<file path="src/rtl/memory_controller.sv">
// Multi-word read controller for a registered 16-bit memory: single reads plus strided and unit-stride bursts.
// Optional MEMCTRL_ADDR_MASK_EN limits AddressMem to a 16-word space (bits [3:0]).
module memory_controller (
  input  logic        CLK,
  input  logic        RESET,
  input  logic        ENABLE,
  input  logic [1:0]  Ctrl,
  input  logic [1:0]  IndexCtrl,
  input  logic [47:0] ADDRESS,
  input  logic [15:0] ReadMem,
  output logic [31:0] AddressMem,
  output logic        HANDSHAKE,
  output logic [47:0] READ
);

  typedef enum logic [2:0] {
    S_IDLE,
    S_REQ,
    S_WAIT,
    S_CAP,
    S_DONE
  } state_t;

  state_t      r_state;
  state_t      w_next;
  logic [1:0]  r_ctrl;
  logic [1:0]  r_idx;
  logic [15:0] r_base;
  logic [15:0] r_stride;
  logic [1:0]  r_i;
  logic [31:0] r_addr;
  logic [47:0] r_read;

  logic [1:0]  w_nm1;
  logic        w_last;
  logic [31:0] w_step;
  logic [31:0] w_addr_full;
  logic [31:0] w_addr;
  logic        w_unused;

  // Last word index: single reads are one word; IndexCtrl 11 saturates at three words.
  always_comb begin
    w_nm1 = 2'd0;
    if (r_ctrl != 2'b10) begin
      case (r_idx)
        2'b00:   w_nm1 = 2'd0;
        2'b01:   w_nm1 = 2'd1;
        default: w_nm1 = 2'd2;
      endcase
    end
  end

  assign w_last = (r_i == w_nm1);

  always_comb begin
    w_step = '0;
    case (r_ctrl)
      2'b01:   w_step = {16'd0, r_stride};
      2'b11:   w_step = 32'd1;
      default: w_step = '0;
    endcase
  end

  assign w_addr_full = {16'd0, r_base} + ({30'd0, r_i} * w_step);

`ifdef MEMCTRL_ADDR_MASK_EN
  assign w_addr   = {28'd0, w_addr_full[3:0]};
  assign w_unused = &{1'b0, ADDRESS[47:32], w_addr_full[31:4]};
`else
  assign w_addr   = w_addr_full;
  assign w_unused = &{1'b0, ADDRESS[47:32]};
`endif

  always_comb begin
    w_next = r_state;
    case (r_state)
      S_IDLE:  if (ENABLE && (Ctrl != 2'b00)) w_next = S_REQ;
      S_REQ:   w_next = S_WAIT;
      S_WAIT:  w_next = S_CAP;
      S_CAP:   w_next = w_last ? S_DONE : S_REQ;
      S_DONE:  if (!ENABLE) w_next = S_IDLE;
      default: w_next = S_IDLE;
    endcase
  end

  always_ff @(posedge CLK) begin
    if (!RESET) begin
      r_state  <= S_IDLE;
      r_ctrl   <= '0;
      r_idx    <= '0;
      r_base   <= '0;
      r_stride <= '0;
      r_i      <= '0;
      r_addr   <= '0;
      r_read   <= '0;
    end else begin
      r_state <= w_next;
      case (r_state)
        S_IDLE: begin
          if (w_next == S_REQ) begin
            r_ctrl   <= Ctrl;
            r_idx    <= IndexCtrl;
            r_base   <= ADDRESS[15:0];
            r_stride <= ADDRESS[31:16];
            r_read   <= '0;
            r_i      <= '0;
          end
        end
        S_REQ: r_addr <= w_addr;
        S_CAP: begin
          r_read[16*r_i +: 16] <= ReadMem;
          if (!w_last) r_i <= r_i + 2'd1;
        end
        default: ;
      endcase
    end
  end

  assign AddressMem = r_addr;
  assign HANDSHAKE  = (r_state == S_DONE);
  assign READ       = r_read;

endmodule

</file>
<file path="config.mk">
export PLATFORM = sky130hd
export DESIGN_NAME = memory_controller
export DESIGN_NICKNAME = d
export VERILOG_FILES = /design/src/rtl/memory_controller.sv
export SDC_FILE = /design/constraint.sdc
export NUM_CORES = 1
export LEC_CHECK = 0
export ABC_CLOCK_PERIOD_IN_PS = 7300
export CAP_MARGIN = 5
export CORE_MARGIN = 3
export CORE_UTILIZATION = 29
export DETAILED_ROUTE_END_ITERATION = 10
export PLACE_DENSITY = 0.49
export SYNTH_ARGS = -nofsm -noshare
export SYNTH_HDL_FRONTEND = slang
export SYNTH_SLANG_ARGS = --single-unit
export TNS_END_PERCENT = 1
</file>
<file path="constraint.sdc">
create_clock -name CLK -period 7.3 [get_ports CLK]
set_input_delay 1.46 -clock CLK [delete_from_list [all_inputs] [get_ports CLK]]
set_output_delay 1.46 -clock CLK [all_outputs]
set_load 0.02 [all_outputs]
</file>
==> flow_summary.toml <==
[timing]
rsz0062_at_grt = "false"
setup_tns_ns = 0
max_freq_mhz = 244
timing.final.hold_violations = 0
slew_violations = 0
setup_viol = 0
finalWorstSetupSlack_ns = 3.19
finClkSkew_ns = 0.00856
worst_slew_pin_slew_ns = 0.986
min_period_over_period_pct = 56.2
slew_headroom_pct = 34.0
period_needed_ns = 4.11

[synth]
syn_avg_cell_area_um2 = 8.68
synth_area_um2 = 5440
async_flop_share_pct = 0
synth_edf_count = 0
ys_seq_area_share_pct = 39.4
ys_types = 43
syn_inst = 627
ys.flop_type = "dfxtp_1"
ys_ff_latch = 107
yosys_warnings = 0

[floorplan]
fp.dieArea_um2 = 20400
die_h_um = 143
io-pin-count = 152
num_rows = 49
fp.coreArea_um2 = 18200
die_x_um = 143
start_util_pct = 29.9

[critical_path]
arrival_ns = 4.35
setup.worst_path.start_class = "flop"
crit_family = "compound AO/OA/AOI/OAI gates"
worstSetupPathType = "flop to flop"
end_kind = "flop"
crit_required_ns = 7.55
cp_slowest_cell = "nor2_1"
crit_chain = "nand2_1 -> nor2_1 -> and2_1 -> fa_1 -> ha_1 -> fa_1 -> a211oi_1 -> o21a_1 -> a221oi_2 -> o31ai_1 -> nor2_1 -> o221a_2"
cp_max_fo = 15
path_buf_inv = 0
max_stage_delay_ns = 0.67

[placement]
gp_congestion = 0.757
pre_cts_slack_ns = 3.14
post-dp-hpwl_mm = 10.2
port-buffer-count = 121

[clock_network]
worst_skew_pair.late_latency_ns = 0.36
cts_made_buffers = 9
cts-resized-gates = 0
root_buffer = "clkbuf_16"
cts_tree = "done"
path_clk_slew_ns = 0.07
ctsLongestPathBuffers = 2
post-cts-setup-buffers = 0
hold_buffers = 0
cts.htree.levels = 3
numClockSinks = 107

[layout]
layout_common_cells = "clkdlybuf4s50_1 (120), nand2_1 (117), dfxtp_1 (107)"
syn2layout_area_growth_pct = 30.1
drive_above_1_share_pct = 4.10
antenna_cells = 0
final_common_cell = "clkdlybuf4s50_1"
nets = 835

[detailed_routing]
drt_iter0_drc = 289
wirelength_mm = 13.6
viasPerCell = 4.56
detail_route.wl_per_cell_um = 14.1
firstDrtPassIters = 4
ant_nets = 0
vias = 4378
drc = 0

[outcome]
outcome = "complete, no violations"

[power]
leakagePower_nw = 2.67
vdd_drop_max_v = 0.000108
p_per_area_nw_per_um2 = 194

[global_routing]
overflow = 0
grt.total_usage_pct = 13.4
antenna_found_initial = 0
grt_max_degree = 67
grt_pass1_wl_mm = 22.1
grt_pass1_vias = 4202

[flow_run]
max-cap-violations = 0

[min_path]
hold_path_class = "flop to flop"
==> worst min-delay path, cell delays in order, from the launching register on <==
cell      delay, ns
dfxtp_1        0.31
nand2_1        0.05
a21boi_0       0.06
==> through the flow <==
| step | hold slack (ns) | power (mW) | instance area [um2] | util [%] | cells |
|---|---|---|---|---|---|
| after detailed placement | 0.459 | 0.878 | 6770 | 37.2 | 945 |
| final | 0.467 | 1.37 | 7080 | 38.9 | 961 |
| after global routing | 0.497 | 1.45 | 7080 | 38.9 | 961 |
| after CTS | 0.470 | 1.40 | 7080 | 38.9 | 961 |
| after global placement | 0.455 | 0.874 | 6770 | 37.2 | 945 |
| after floorplan | 0.443 | 0.791 | 5490 | - | 640 |
==> power by group <==
part | switching [mW] | internal [mW]
Clock | 0.239 | 0.272
Sequential | 0.0234 | 0.613
Combinational | 0.132 | 0.0916
==> logic make-up after synthesis <==
group | Yosys count | synth area share (%)
mux | 2 | 0.368
other cells | 1 | 0.0689
compound gates | 152 | 19.6
fa+ha+maj | 37 | 10.7
simple gates | 226 | 20.3
flops | 107 | 39.4
xor+xnor | 14 | 2.25
buf+inv | 88 | 7.33
==> flip-flops by register name, summed over array words and instances, names as in the netlist <==
signal and count:
r_base 16, r_state 3, r_ctrl 2, r_stride 16, READ 48, AddressMem 18
r_i 2, r_idx 2
==> worst paths after layout <==
check,slack (ns),to,depth (start not counted),from
setup / recovery,3.19,AddressMem[17],12,r_i[0]
hold / removal,0.47,r_base[6],2,r_base[6]
setup reg to reg,3.19,AddressMem[17],12,r_i[0]
hold reg to reg,0.47,r_base[6],2,r_base[6]
==> layout make-up <==
cell class	count	area [um2]
Sequential cell	107	2140
Fill cell	1858	11100
Clock inverter	7	86.3
Multi-Input combinational cell	445	2950
Timing Repair Buffer	126	1240
Tap cell	229	287
Clock buffer	9	225
Inverter	38	143
==> per-layer routing <==
| layer | part of all wire (%) | GRT usage [%] | up-vias |
|---|---|---|---|
| li1 | - | - | 2280 |
| met1 | 54 | 20.3 | 1987 |
| met2 | 41 | 19.0 | 101 |
| met3 | 3.8 | 2.61 | 10 |
| met4 | 1.3 | 4.35 | 0 |
| met5 | 0 | 0 | - |
==> synthesized netlist by cell type, types with 2 or more instances <==
master,instances,area (um2)
nor3_1,2,10.0
and2_1,13,81.3
nand4_1,2,12.5
nand2b_1,4,25.0
nor3b_1,4,30.0
o21a_1,3,22.5
buf_4,14,105
a21boi_0,39,293
a31oi_1,4,25.0
a21oi_2,2,17.5
xnor2_1,9,78.8
o211ai_1,5,37.5
and4_1,2,17.5
fa_1,16,320
nand2_1,117,439
a21o_1,4,30.0
nor2_1,14,52.6
o22a_1,2,17.5
xor2_1,5,43.8
nand3_1,13,65.1
a211oi_1,3,22.5
buf_2,13,65.1
ha_1,21,263
inv_1,38,143
a22oi_1,48,360
o21ai_0,19,95.1
a21oi_1,17,85.1
clkbuf_1,23,86.3
mux2i_1,2,20.0
dfxtp_1,107,2140
nor2b_1,50,313
Note: power is estimated with default switching activity, not from simulation.
